[src/rtl/instr_fetch_unit_if.sv]
// Bus between the fetch unit and its surroundings: the byte-wide instruction
// memory port, the redirect request and the instruction stream to the datapath.
interface instr_fetch_unit_if #(
   parameter int PC_W = 8
);
   // Handshake: a word transfers on each rising edge where instr_valid and
   // instr_ready are both 1; instr/instr_pc stay stable while valid waits on ready.
   logic            imem_rd;
   logic [PC_W-1:0] imem_addr;
   logic [7:0]      imem_rdata;
   logic            redirect;
   logic [PC_W-1:0] redirect_pc;
   logic            instr_valid;
   logic            instr_ready;
   logic [31:0]     instr;
   logic [PC_W-1:0] instr_pc;

   modport master (
      output imem_rd, imem_addr, instr_valid, instr, instr_pc,
      input  imem_rdata, redirect, redirect_pc, instr_ready
   );

   modport slave (
      input  imem_rd, imem_addr, instr_valid, instr, instr_pc,
      output imem_rdata, redirect, redirect_pc, instr_ready
   );
endinterface

[src/rtl/instr_fetch_unit.sv]
// Fetch stage: reads four bytes per instruction from byte-wide memory,
// assembles big-endian words and queues them with their PC in a prefetch FIFO.
module instr_fetch_unit #(
   parameter int PC_W       = 8,
   parameter int FIFO_DEPTH = 4
) (
   input  logic               clk,
   input  logic               rst,
   instr_fetch_unit_if.master bus,
   output logic               dbg_state
);
   localparam int PW = $clog2(FIFO_DEPTH);
   localparam int CW = PW + 1;
   localparam logic [CW:0] DEPTH_W = (CW+1)'(FIFO_DEPTH);

   typedef enum logic {ISSUE = 1'b0, HOLD = 1'b1} state_t;

   state_t          state;
   state_t          state_nx;
   logic [PC_W-1:0] fetch_pc;
   logic [1:0]      byte_cnt;
   logic [1:0]      byte_cnt_nx;
   logic            rd_q;
   logic [1:0]      rx_cnt;
   logic [23:0]     rx_shift;
   logic [PC_W-1:0] rx_pc;
   logic [CW-1:0]   pend;
   logic [CW-1:0]   pend_nx;
   logic [CW-1:0]   count;
   logic [CW-1:0]   count_nx;
   logic [CW:0]     occ_nx;
   logic [PW-1:0]   rd_ptr;
   logic [PW-1:0]   wr_ptr;
   logic [31:0]     fifo_word [FIFO_DEPTH];
   logic [PC_W-1:0] fifo_pc   [FIFO_DEPTH];
   logic            issue;
   logic            start;
   logic            push;
   logic            pop;
   logic [PC_W-1:0] redir_pc;

   // Occupancy counts words already queued plus words still in flight, so a
   // started word always has a FIFO slot waiting for it.
   always_comb begin
      issue    = (state == ISSUE);
      start    = issue && (byte_cnt == 2'd0);
      push     = rd_q && (rx_cnt == 2'd3);
      pop      = (count != '0) && bus.instr_ready;
      redir_pc = bus.redirect_pc & ~(PC_W'(3));

      count_nx = count;
      if (push && !pop)
         count_nx = count + 1'b1;
      else if (pop && !push)
         count_nx = count - 1'b1;

      pend_nx = pend;
      if (start && !push)
         pend_nx = pend + 1'b1;
      else if (push && !start)
         pend_nx = pend - 1'b1;

      byte_cnt_nx = issue ? byte_cnt + 2'd1 : byte_cnt;
      occ_nx      = {1'b0, count_nx} + {1'b0, pend_nx};
      // Bytes 1..3 of a started word are never held back.
      state_nx    = ((byte_cnt_nx != 2'd0) || (occ_nx < DEPTH_W)) ? ISSUE : HOLD;
   end

   always_ff @(posedge clk or posedge rst) begin
      if (rst) begin
         state    <= ISSUE;
         fetch_pc <= '0;
         byte_cnt <= '0;
         rd_q     <= 1'b0;
         rx_cnt   <= '0;
         rx_shift <= '0;
         rx_pc    <= '0;
         pend     <= '0;
         count    <= '0;
         rd_ptr   <= '0;
         wr_ptr   <= '0;
      end else if (bus.redirect) begin
         state    <= ISSUE;
         fetch_pc <= redir_pc;
         byte_cnt <= '0;
         rd_q     <= 1'b0;
         rx_cnt   <= '0;
         rx_pc    <= redir_pc;
         pend     <= '0;
         count    <= '0;
         rd_ptr   <= '0;
         wr_ptr   <= '0;
      end else begin
         state    <= state_nx;
         byte_cnt <= byte_cnt_nx;
         rd_q     <= issue;
         pend     <= pend_nx;
         count    <= count_nx;
         if (issue && (byte_cnt == 2'd3))
            fetch_pc <= fetch_pc + PC_W'(4);
         if (rd_q) begin
            rx_cnt   <= rx_cnt + 2'd1;
            rx_shift <= {rx_shift[15:0], bus.imem_rdata};
         end
         if (push) begin
            rx_pc  <= rx_pc + PC_W'(4);
            wr_ptr <= wr_ptr + 1'b1;
         end
         if (pop)
            rd_ptr <= rd_ptr + 1'b1;
      end
   end

   always_ff @(posedge clk) begin
      if (push && !bus.redirect) begin
         fifo_word[wr_ptr] <= {rx_shift, bus.imem_rdata};
         fifo_pc[wr_ptr]   <= rx_pc;
      end
   end

   // Head is masked while empty so no stale word or PC is ever visible.
   always_comb begin
      bus.imem_rd     = issue && !rst;
      bus.imem_addr   = fetch_pc | {{(PC_W-2){1'b0}}, byte_cnt};
      bus.instr_valid = (count != '0);
      bus.instr       = bus.instr_valid ? fifo_word[rd_ptr] : 32'h0;
      bus.instr_pc    = bus.instr_valid ? fifo_pc[rd_ptr] : '0;
      dbg_state       = state;
   end
endmodule

[src/flat_wrapper.sv]
// flat-port wrapper written by rule: the top's interface ports become plain ports
module instr_fetch_unit_flat 
#(
   parameter int PC_W       = 8,
   parameter int FIFO_DEPTH = 4
)
  (clk, rst, dbg_state, bus_imem_rd, bus_imem_addr, bus_instr_valid, bus_instr, bus_instr_pc, bus_imem_rdata, bus_redirect, bus_redirect_pc, bus_instr_ready);
  instr_fetch_unit_if #(.PC_W(PC_W)) bus_i ();
  input  logic clk;
  input  logic rst;
  output logic dbg_state;
  output wire logic [$bits(bus_i.imem_rd)-1:0] bus_imem_rd;
  output wire logic [$bits(bus_i.imem_addr)-1:0] bus_imem_addr;
  output wire logic [$bits(bus_i.instr_valid)-1:0] bus_instr_valid;
  output wire logic [$bits(bus_i.instr)-1:0] bus_instr;
  output wire logic [$bits(bus_i.instr_pc)-1:0] bus_instr_pc;
  input wire logic [$bits(bus_i.imem_rdata)-1:0] bus_imem_rdata;
  input wire logic [$bits(bus_i.redirect)-1:0] bus_redirect;
  input wire logic [$bits(bus_i.redirect_pc)-1:0] bus_redirect_pc;
  input wire logic [$bits(bus_i.instr_ready)-1:0] bus_instr_ready;
  assign bus_imem_rd = bus_i.imem_rd;
  assign bus_imem_addr = bus_i.imem_addr;
  assign bus_instr_valid = bus_i.instr_valid;
  assign bus_instr = bus_i.instr;
  assign bus_instr_pc = bus_i.instr_pc;
  assign bus_i.imem_rdata = bus_imem_rdata;
  assign bus_i.redirect = bus_redirect;
  assign bus_i.redirect_pc = bus_redirect_pc;
  assign bus_i.instr_ready = bus_instr_ready;
  instr_fetch_unit #(.PC_W(PC_W), .FIFO_DEPTH(FIFO_DEPTH)) u_core (.clk(clk), .rst(rst), .bus(bus_i), .dbg_state(dbg_state));
endmodule
[config.mk]
export PLATFORM = sky130hd
export DESIGN_NAME = instr_fetch_unit_flat
export DESIGN_NICKNAME = d
export VERILOG_FILES = /design/src/rtl/instr_fetch_unit_if.sv /design/src/rtl/instr_fetch_unit.sv /design/src/flat_wrapper.sv
export SDC_FILE = /design/constraint.sdc
export NUM_CORES = 1
export LEC_CHECK = 0
export CAP_MARGIN = 20
export CORE_ASPECT_RATIO = 0.6
export CORE_MARGIN = 2
export CORE_UTILIZATION = 60
export DETAILED_ROUTE_END_ITERATION = 10
export MAX_ROUTING_LAYER = met4
export PLACE_DENSITY = 0.91
export SLEW_MARGIN = 30
export SYNTH_ARGS = -nofsm -noshare
export SYNTH_HDL_FRONTEND = slang
export SYNTH_SLANG_ARGS = --single-unit
export TNS_END_PERCENT = 1
[constraint.sdc]
create_clock -name clk -period 5.2 [get_ports clk]
set_input_delay 1.04 -clock clk [delete_from_list [all_inputs] [get_ports clk]]
set_output_delay 1.04 -clock clk [all_outputs]
set_load 0.01 [all_outputs]
After elaboration in Yosys (flattened, before gate mapping)
Memory sizes are Yosys's and may differ from the RTL's.
Cells that the tools add are included.
{"block": "word_totals", "wordCells": 79, "memories": 2, "regBits": 56, "ramBits": 160, "in_bits": 20, "output_inout_bits": 51}
{"name": "u_core.fifo_word", "words": 4, "width": 32, "rd": 1, "rd_clocked_by_memory_dff": 0, "write_ports": 1, "line": "instr_fetch_unit.sv:34", "rtl": "logic [31:0] fifo_word [FIFO_DEPTH];"}
{"name": "u_core.fifo_pc", "words": 4, "width": 8, "rd": 1, "rd_clocked_by_memory_dff": 0, "write_ports": 1, "line": "instr_fetch_unit.sv:35", "rtl": "logic [PC_W-1:0] fifo_pc [FIFO_DEPTH];"}
{"block": "classes", "n_lt_le_gt_ge": 1, "n_eq_ne": 2, "reduce_logical": 24, "n_mux": 25, "n_addsub": 11, "bitwise_logic": 3}
{"operator": "2-to-1 mux 8 bit", "n": 5}
{"operator": "2-to-1 mux 32 bit", "n": 1}
{"operator": "2-to-1 mux 3 bit", "n": 6}
{"operator": "adder 8 x 3 -> 8 bit, second input constant", "n": 2}
{"operator": "2-to-1 mux 2 bit", "n": 8}
{"operator": "logical AND 1 bit", "n": 10}
{"operator": "nonzero test 2 bit", "n": 5}
{"operator": "adder 2 x 1 -> 2 bit, second input constant", "n": 4}
{"operator": "bitwise OR 8 x 2 -> 8 bit", "n": 1}
{"operator": "adder 3 x 1 -> 3 bit, second input constant", "n": 2}
{"operator": "subtractor 3 x 1 -> 3 bit, second input constant", "n": 2}
{"operator": "logical NOT 1 bit", "n": 5}
{"operator": "2-to-1 mux 1 bit", "n": 5}
{"operator": "adder 3 x 3 -> 4 bit", "n": 1}
{"operator": "== test 2 bit, second input constant", "n": 2}
{"operator": "< comparator 4 x 3 -> 1 bit, second input constant", "n": 1}
{"operator": "nonzero test 3 bit", "n": 1}
{"operator": "logical NOT 2 bit", "n": 1}
{"operator": "NOT 1 bit", "n": 2}
{"operator": "AND reduction 2 bit", "n": 1}
{"operator": "logical OR 1 bit", "n": 1}

Longest topological paths before layout
Gate-level depths: netlist of the first run.
{"block": "logic_depth", "depth_word": 11, "ltp_mapped": 11, "mapped_depth_nobuf": 11}

Worst setup path before layout of the first run
OpenSTA, ideal clock, no wires.
{"block": "synth_timing", "path_type": "input to register", "start": "in bus_redirect", "end": "mem u_core.fifo_pc[0][2], enable pin", "cell_stages": 4, "setup_ps": 399, "arrival_time_ps": 2426, "n_path_buf": 2, "required_time_ps": 4801, "setup_slack_ps": 2374, "path_cell_list": "nor2b_1 > buf_4 > buf_6 > and3_1"}
{"block": "synth_via", "elab_chain_len": 4}
{"element": "start, declared", "line": "flat_wrapper.sv:18", "rtl": "input wire logic [$bits(bus_i.redirect)-1:0] bus_redirect;"}
{"element": "logical NOT 1 bit", "line": "instr_fetch_unit.sv:115", "rtl": "if (push && !bus.redirect) begin"}
{"element": "logical AND 1 bit", "line": "instr_fetch_unit.sv:115"}
{"element": "2-to-1 mux 1 bit", "line": "instr_fetch_unit.sv:115"}
{"element": "2-to-1 mux 1 bit (not written as such)", "line": "instr_fetch_unit.sv:117", "rtl": "fifo_pc[wr_ptr] <= rx_pc;"}
{"element": "end, declared", "line": "instr_fetch_unit.sv:35"}
Every way passes these cells.

Final worst setup path of the first run
{"block": "layout_timing", "start": "reg u_core.rd_ptr[0]", "end": "out bus_instr[0]"}
{"block": "layout_via", "elab_chain_len": 2}
{"element": "start, declared", "line": "instr_fetch_unit.sv:32", "rtl": "logic [PW-1:0] rd_ptr;"}
{"element": "start signal, assigned", "line": "instr_fetch_unit.sv:110", "rtl": "rd_ptr <= rd_ptr + 1'b1;"}
{"element": "memory read (4 x 32 bit)"}
{"element": "2-to-1 mux 32 bit", "line": "instr_fetch_unit.sv:126", "rtl": "bus.instr = bus.instr_valid ? fifo_word[rd_ptr] : 32'h0;"}
{"element": "end, declared", "line": "flat_wrapper.sv:15", "rtl": "output wire logic [$bits(bus_i.instr)-1:0] bus_instr;"}
Every way passes these cells.

==> results of run 1 <==
==> registers in the layout (all words and copies together) (netlist names) <==
| name | count |
|---|---|
| u_core.fifo_pc | 24 |
| u_core.byte_cnt | 2 |
| u_core.rx_pc | 6 |
| u_core.fetch_pc | 6 |
| u_core.fifo_word | 128 |
| u_core.count | 3 |
| u_core.rx_shift | 24 |
| u_core.rd_q | 1 |
| u_core.rd_ptr | 2 |
| u_core.rx_cnt | 2 |
| u_core.dbg_state | 1 |
| u_core.pend | 3 |
| u_core.wr_ptr | 2 |
==> Yosys cell counts, drive strengths merged (2+ instances only) <==
master,instances,area share (%)
o211ai,2,0.18
and3,8,0.60
nor3,4,0.30
and2,41,3.1
o21a,2,0.18
xnor2,16,1.7
mux2i,6,0.72
nor2,13,0.58
edfxtp,152,54
xor2,4,0.42
nand4,6,0.45
dfrtp,52,16
a21oi,4,0.24
a211oi,2,0.30
ha,16,2.4
buf,16,1.7
clkbuf,8,0.37
inv,12,0.54
mux2,35,4.7
nand2,8,0.39
nor2b,4,0.36
mux4,38,10
nand3,2,0.12
==> per-stage QoR <==
| step | hold WS [ns] | instances |
|---|---|---|
| floorplan | 0.469 | 459 |
| global placement | 0.478 | 698 |
| detailed placement | 0.492 | 698 |
| CTS | 0.508 | 730 |
| global route | 0.533 | 730 |
| finish | 0.512 | 730 |
==> final timing paths <==
path | startpoint | end
worst max-delay path | u_core.rd_ptr[0] | bus_instr[0]
worst min-delay path | u_core.rx_shift[19] | u_core.fifo_word[3][27]
worst max register to register | u_core.count[0] | u_core.dbg_state
worst min register to register | u_core.rx_shift[19] | u_core.fifo_word[3][27]
max in group asynchronous | rst | u_core.rd_ptr[0]
min in group asynchronous | rst | u_core.pend[2]
==> power groups by stage <==
stage	clock, mW	combinational (mW)	sequential (mW)
final	1.27	1.47	2.22
after floorplan	0	0.923	2.14
after detailed placement	0	1.46	2.24
after global placement	0	1.41	2.21
after CTS	1.29	1.48	2.21
after global routing	1.35	1.59	2.24
==> cell families after synthesis <==
family	Yosys count	synth area share, %
AO/OA/AOI/OAI	14	1.21
XOR/XNOR	20	2.09
adder cells (fa/ha/maj)	16	2.39
buffers and inverters	36	2.58
flip-flops	204	70.0
multiplexers	79	15.6
other	1	0.0447
AND/OR/NAND/NOR	88	6.06
==> area by class of cell <==
cell class              count  area [sq um]  share of cell area (%)
repair buffers             71           698                    7.17
clock buffers              24           483                    4.96
well taps                 192           240                    2.47
multi-input cells         219          2320                    23.9
flip-flops and latches    204          5870                    60.3
clock inverters             8          73.8                   0.759
inverters                  12          45.0                   0.463
==> routing by layer <==
metal  vias to the layer above  part of all wire [%]  routed length (um)
met5                         -                     0                   0
met4                         0                   1.8                 291
met3                        27                   5.3                 870
met2                       148                    49                7950
met1                      2232                    44                7160
li1                       1865                     -                   -
==> impl_metrics.ini, run 1 <==
[cts]
post_cts_resize_count = 0
post-cts-setup-buffers = 0
clock-root-buffer = sky130_fd_sc_hd__clkbuf_16
clkSlewWorstSetupHoldPaths_ns = 0.07
numCtsBuffers = 18
clockBufferDepth = 3
cts_hold_buf = 0
numClockSinks = 204
h-tree-depth = 1
clkLatencyLatePin_ns = 0.50
clock_tree_from_tritoncts = built

[synthesis]
ys_types = 40
synthesized_netlist_cell_count = 458
async_reset_ff_share_pct = 25.5
synth_area_per_cell_sq_um = 18.3
synthesis.area_sq_um = 8380
synth_edf_count = 152
number_of_synthesized_register_bits = 204
synth_warnings = 0
dominantRegCellSynth = sky130_fd_sc_hd__edfxtp_1
synth.yosys.seq_area_share_pct = 70.0

[placement]
placed_cell_area_sq_um = 9160
final_wtd_congestion = 0.787
post-dp-hpwl_um = 9730
post_placement_worst_setup_slack_ns = 1.42
port_buffers = 66

[detailed_routing]
vias_per_cell = 5.85
totalWireLength_um = 16300
antenna_left = 0
drtPass1Iterations = 4
avgRoutedWirePerCell_um = 22.3
detailed_route_via_count = 4272
remaining_drc_errors = 0
drt_iter0_markers = 326

[power_and_ir_drop]
peak_vdd_ir_mv = 0.294
total_leakage_power_nw = 3.37
power_frac_seq_pct = 44.7
switching_power_mw = 1.46
pwr-share-comb_pct = 29.6
clkPwrFrac_pct = 25.7
power_density_nw_per_um2 = 509
internal_power_mw = 3.50
sw_frac_of_total_pct = 29.4
p_total_mw = 4.95

[floorplanning]
core_region_area_sq_um = 13700
die_height_um = 95.5
floorplan.die_area_sq_um = 15000
io_pins = 71
floorplan.rows = 33
initial_utilization_pct = 61.3
die_width_um = 157

[global_route]
antenna_violations_before_repair = 0
grt.busiest_layer = met2
gr-total-overflow = 0
gr-usage-all-layers_pct = 23.5
grt_pass1_wl_um = 25100
grt_use_met2_pct = 37.1
met3_capacity_usage_during_global_routing_pct = 4.45
largest_net_degree_at_the_start_of_global_routing = 44
globalRouteMet1Util_pct = 32.1
grt_pass1_vias = 4526

[sta]
finalCritPeriodShare_pct = 72.7
finalSetupTns_ns = 0
drv_slew = 0
grt_setup_unrepaired = false
finalHoldViolations = 0
setup_viol_count_final = 0
fmax_mhz = 264
worst_pin_slew_ns = 0.686
slew-limit-headroom_pct = 54.2
worst_setup_margin_ns = 1.42
fin_crit_ns = 3.78
setup_skew_ns = 0.0233

[cells_and_area]
layout.core_utilization_pct = 71.2
final_cell_area_sq_um = 9730
most-common-layout-cells = sky130_fd_sc_hd__edfxtp_1 (152), sky130_fd_sc_hd__clkdlybuf4s50_1 (66), sky130_fd_sc_hd__dfrtp_1 (51), sky130_fd_sc_hd__and2_1 (40), sky130_fd_sc_hd__mux4_2 (38)
syn_to_final_growth_pct = 16.1
fillerInstances = 758
insertedDiodeCount = 0
drive_above_1_share_pct = 19.0
layout_commonest_cell = sky130_fd_sc_hd__edfxtp_1
final_net_count = 562

[worst_setup_path]
ff2ff_setup_slack_ns = 2.34
cp_data_required_time_ns = 4.16
critical-path-slowest-cell = sky130_fd_sc_hd__dfrtp_2
path_max_fanout = 20
critical-path-max-stage-delay_ns = 0.56
r2r.worst_path.cells = 11
critical_path_cell_count = 4
cp-end-kind = primary output
cp-start-kind = register
cp_data_arrival_time_ns = 2.74
worst-path-buf-inv = 2
critical-path-top-delay-family = buffers and inverters
worst-setup-path-type = register to primary output
path_cells = buf_4 > mux4_2 > and2_1 > clkdlybuf4s50_1

[job]
max_cap_violations = 0

[run_status]
status = finished clean

[min_path]
class_of_the_worst_hold_path = register to register
cell_depth_of_the_worst_min_delay_path = 0
Note: power is estimated with default switching activity, not from simulation.
==> run 2: changes to the inputs <==
CORE_UTILIZATION = 52   (was 60)
PLACE_DENSITY = 0.85   (was 0.91)
clock period = 3.4 ns   (was 5.2 ns; I/O delays follow)
==> run 2 against run 1 <==
- final area up 1.4%
- first-iteration DRC count down 7.4%
- non-clock buffer count up 7
- sequential power up 51%
- critical path depth unchanged
- cell count up 2.3%
- sequential cell count unchanged
- register-to-register slack worse by 1.6 ns
- wire length up 0.55%
- largest cell class unchanged
- largest power group unchanged
- highest routed layer unchanged
==> impl_metrics.ini, run 2 (synthesized netlist as in run 1, its figures left out) <==
[run_status]
status = finished clean

[min_path]
cell_depth_of_the_worst_min_delay_path = 0
hold_start = u_core.rx_shift[16]
class_of_the_worst_hold_path = register to register
hold_end = u_core.fifo_word[3][24]

[floorplanning]
die_height_um = 102
initial_utilization_pct = 53.9
io_pins = 71
die_width_um = 168
floorplan.die_area_sq_um = 17200
core_region_area_sq_um = 15500
floorplan.rows = 35

[power_and_ir_drop]
pwr-share-comb_pct = 29.5
total_leakage_power_nw = 3.43
clkPwrFrac_pct = 26.4
switching_power_mw = 2.17
sw_frac_of_total_pct = 28.5
peak_vdd_ir_mv = 0.331
internal_power_mw = 5.45
power_frac_seq_pct = 44.1
power_density_nw_per_um2 = 773

[detailed_routing]
drtPass1Iterations = 5
antenna_left = 0
avgRoutedWirePerCell_um = 21.9
remaining_drc_errors = 0
vias_per_cell = 5.75
detailed_route_via_count = 4294
drt_iter0_markers = 302
totalWireLength_um = 16400

[worst_setup_path]
ff2ff_setup_slack_ns = 0.70
rr_startpoint = u_core.count[1]
cp-end-kind = primary output
reg2reg_to = u_core.dbg_state
r2r.worst_path.cells = 11
critical-path-slowest-cell = sky130_fd_sc_hd__mux4_2
cp-start-kind = register
path_cells = buf_4 > mux4_2 > and2_1 > clkdlybuf4s50_1
path_max_fanout = 21
cp_data_required_time_ns = 2.72
worst-setup-path-type = register to primary output
critical-path-max-stage-delay_ns = 0.61
cp_data_arrival_time_ns = 2.52

[cts]
post-cts-setup-buffers = 0
numClockSinks = 204
clockBufferDepth = 3
numCtsBuffers = 18
h-tree-depth = 1
clock_tree_from_tritoncts = built
clkLatencyLatePin_ns = 0.48
clock-root-buffer = sky130_fd_sc_hd__clkbuf_16
clkSlewWorstSetupHoldPaths_ns = 0.07
cts_hold_buf = 0
post_cts_resize_count = 0

[sta]
finalCritPeriodShare_pct = 94.2
finalSetupTns_ns = 0
finalHoldViolations = 0
drv_slew = 0
setup_viol_count_final = 0
worst_setup_margin_ns = 0.198
fin_crit_ns = 3.20
fmax_mhz = 312
worst_pin_slew_ns = 0.792
setup_skew_ns = 0.0136
slew-limit-headroom_pct = 47.1
grt_setup_unrepaired = false

[cells_and_area]
largest_register_ffs = 128
register_with_the_most_flip_flops = u_core.fifo_word
final_net_count = 569
syn_to_final_growth_pct = 17.8
drive_above_1_share_pct = 19.7
insertedDiodeCount = 0
most-common-layout-cells = sky130_fd_sc_hd__edfxtp_1 (152), sky130_fd_sc_hd__clkdlybuf4s50_1 (66), sky130_fd_sc_hd__dfrtp_1 (51), sky130_fd_sc_hd__and2_1 (40), sky130_fd_sc_hd__mux4_2 (38)
fillerInstances = 1023
layout_commonest_cell = sky130_fd_sc_hd__edfxtp_1
reg.largest.list = u_core.fifo_word: 128 flops, u_core.fifo_pc: 24 flops, u_core.rx_shift: 24 flops

[placement]
post-dp-hpwl_um = 9540
port_buffers = 66
final_wtd_congestion = 0.720
post_placement_worst_setup_slack_ns = 0.542

[global_route]
largest_net_degree_at_the_start_of_global_routing = 44
grt_pass1_wl_um = 25700
gr-total-overflow = 0
grt_pass1_vias = 4473
antenna_violations_before_repair = 0
gr-usage-all-layers_pct = 20.6

[job]
max_cap_violations = 0
[run 2: cell type report]
class | count | area [sq um] | area share (%)
clock buffers | 23 | 490 | 4.97
multi-input cells | 219 | 2310 | 23.4
inverters | 12 | 47.5 | 0.482
flip-flops and latches | 204 | 5870 | 59.4
repair buffers | 78 | 813 | 8.24
clock inverters | 8 | 88.8 | 0.900
well taps | 203 | 254 | 2.57
[run 2: through the flow]
step                util, %  instances  instance area (sq um)  hold slack, ns  total power, mW
floorplan                 -        459                   8380           0.469             4.69
detailed placement     59.8        716                   9290           0.510             5.64
finish                 63.5        747                   9870           0.518             7.63
CTS                    63.5        747                   9870           0.525             7.68
global placement       59.8        716                   9290           0.481             5.54
global route           63.5        747                   9870           0.538             8.00
[run 2: worst max-delay path by stage]
stage | depth (start not counted) | slack [ns] | endpoint | startpoint
2_1_floorplan | 4 | 0.93 | u_core.fifo_pc[0][2] | bus_redirect
3_3_place_gp | 11 | 0.65 | u_core.dbg_state | u_core.count[0]
3_5_place_dp | 11 | 0.54 | u_core.dbg_state | u_core.count[0]
4_1_cts | 6 | 0.02 | bus_instr[20] | u_core.count[0]
5_1_grt | 4 | 0.09 | bus_instr[17] | u_core.rd_ptr[0]
6_report | 4 | 0.20 | bus_instr[19] | u_core.rd_ptr[0]
[run 2: worst max-delay path: cells and delay by family, from the launching register on]
| family | cells | cell delay, ns |
|---|---|---|
| muxes | 1 | 0.61 |
| DFF | 1 | 0.37 |
| and+or+nand+nor | 1 | 0.18 |
| buffers and inverters | 2 | 0.87 |
[run 2: per-layer routing]
metal | share of wire, % | up-vias | global-route usage, %
li1 | - | 1889 | -
met5 | 0 | - | -
met2 | 49 | 147 | 33.1
met3 | 5.8 | 23 | 3.91
met1 | 44 | 2235 | 28.0
met4 | 1.4 | 0 | 4.28
[run 2: power by group through the flow]
stage                     Clock [mW]  Combinational [mW]  Sequential [mW]
final                           2.02                2.25             3.36
after global routing            2.15                2.45             3.40
after CTS                       2.05                2.28             3.35
after detailed placement           0                2.24             3.40
after global placement             0                2.19             3.35
after floorplan                    0                1.41             3.28
==> variant: new RTL, config.mk and constraints of run 2 <==
Reset style: synchronous (`rst`), changed in one clocked block.
--- a/src/rtl/instr_fetch_unit.sv
+++ b/src/rtl/instr_fetch_unit.sv
@@ -67,5 +67,5 @@
    end
 
-   always_ff @(posedge clk or posedge rst) begin
+   always_ff @(posedge clk) begin
       if (rst) begin
          state    <= ISSUE;
Function: differs if rst is asserted again (counterexample within 4 cycles, from zero or initial values and one cycle with rst high); with rst held inactive, the same outputs for 10 cycles.
==> variant against run 2 <==
  * Maximum frequency increased by 4.1%
  * Setup slack better by 0.13 ns
  * Die area down 2.2%
  * Area after synthesis fell by 2.3%
  * Design area down 1.9%
  * Routed wire length shrank 3.3%
  * Sequential cell count is 2 higher
  * Critical endpoint is now bus_instr[23]
  * Largest cell class unchanged
  * Highest routed layer unchanged
Power is not compared: it rests on default switching activity, and its combinational part moved more than twofold at a synthesized area within 25%.
==> variant: results (changes against run 2) <==
* Unique cell type count in the Yosys netlist: 39 (-2.5%)
* Largest net degree at the start of global routing: 39 (-11%)
- Final routed wirelength across all metal layers: 15.82 mm (-3.3%)
- The area fraction in compound gates after synthesis is 4.353% (+3.1 points).
- The count of placed standard cells including taps was 783 (+9.4%).
- The total CTS buffers was 19 (+1).
- The placer congestion estimate is 0.8171 (+14%).
* Amount of wire on met2 after detailed routing: 7.291 mm (-9.1%)
* Reg2Reg Depth: 8 (-3)
- The routed via count came to 4583 (+6.7%).
- Top cells by count, synth: 152 x sky130_fd_sc_hd__edfxtp_1, 62 x sky130_fd_sc_hd__nand2_1, 54 x sky130_fd_sc_hd__dfxtp_1
* Synth async-reset ratio: 0% (-25 points)
* Worst-case headroom to the max-slew limit: 59.89% (+13 points)
* Detailed-route wire length on metal 1: 7.148 mm (-0.14%)
- Worst hold path endpoint: u_core.rx_shift[16]
- Vias in the first global route: 4764 (+6.5%)
* Global Route met1 Usage: 28.42% (+0.41 points)
- Detail-routed via count per cell: 5.616 (-2.3%)
* Fraction of final layout cells sized beyond drive strength 1: 14.19% (-5.5 points)
- The synthesized-area fraction occupied by adder cells was 2.444% (+0.055 points).
* Result of the run: finished clean
* Met2 track demand over resource in global routing: 31.82% (-1.3 points)
* Clk_skew: 0.01401 ns (+0.0003739 ns)
- The top fanout value on the critical path was 38 (+81%).
* Drt initial violations: 387 (+28%)
- Startpoint of the worst hold path: u_core.rx_shift[16]
* Capturing point of the worst reg2reg path: u_core.dbg_state
- The setup slack on the worst flop-to-flop path is 1.05 ns (+0.35 ns).
- Wire length of the first global-routing pass: 25.55 mm (-0.59%)
* Number of standard cells after synthesis: 532 (+16%)
* Total Power Consumption: roughly 5.0 mW
- The portion of the post-synthesis area used by sequential elements came to 68.92% (-1.1 points).
- The HPWL after detailed placement was 9.475 mm (-0.69%).
- All-Layer GR Usage: 20.26% (-0.29 points)
- XOR/XNOR share of the synthesized area: 1.925% (-0.17 points)
- The antenna diode count came to 0 (unchanged).
- Origin of the critical flop-to-flop path: u_core.rx_cnt[0]
* Fin nets: 637 (+12%)
- I/O Buffers: 66 (unchanged)
* Fillers: 1069 (+4.5%)
* Setup crit end: bus_instr[23]
- Cell depth of the worst hold path: 2 (+2)
* Main area contributors after synthesis: sky130_fd_sc_hd__edfxtp_1 56%, sky130_fd_sc_hd__dfxtp_1 13%, sky130_fd_sc_hd__mux4_2 10%
* Worst Path Arrival: 2.40 ns (-0.12 ns)
==> variant: metrics by stage <==
stage | worst slack [ns] | hold slack, ns | area (sq um)
floorplan | 0.8852 | 0.4600 | 8195
global placement | 0.7982 | 0.4767 | 9074
detailed placement | 0.7548 | 0.4935 | 9074
CTS | 0.2980 | 0.5027 | 9688
global route | 0.2243 | 0.5253 | 9688
finish | 0.3232 | 0.5069 | 9688
==> variant: tightest hold or removal path: stages, from the launching register on <==
cell and delay [ns]:
sky130_fd_sc_hd__dfxtp_1 0.34, sky130_fd_sc_hd__nand2_1 0.06, sky130_fd_sc_hd__a21oi_1 0.06
==> variant: area by class of cell <==
class	count	area [sq um]	share of cell area (%)
sequential	206	5647	58.28
clock inverter	8	116.4	1.201
timing repair buffer	79	770.7	7.956
clock buffer	25	498.0	5.140
multi-input combinational	280	2346	24.22
tap	203	254.0	2.622
inverter	15	56.30	0.5812
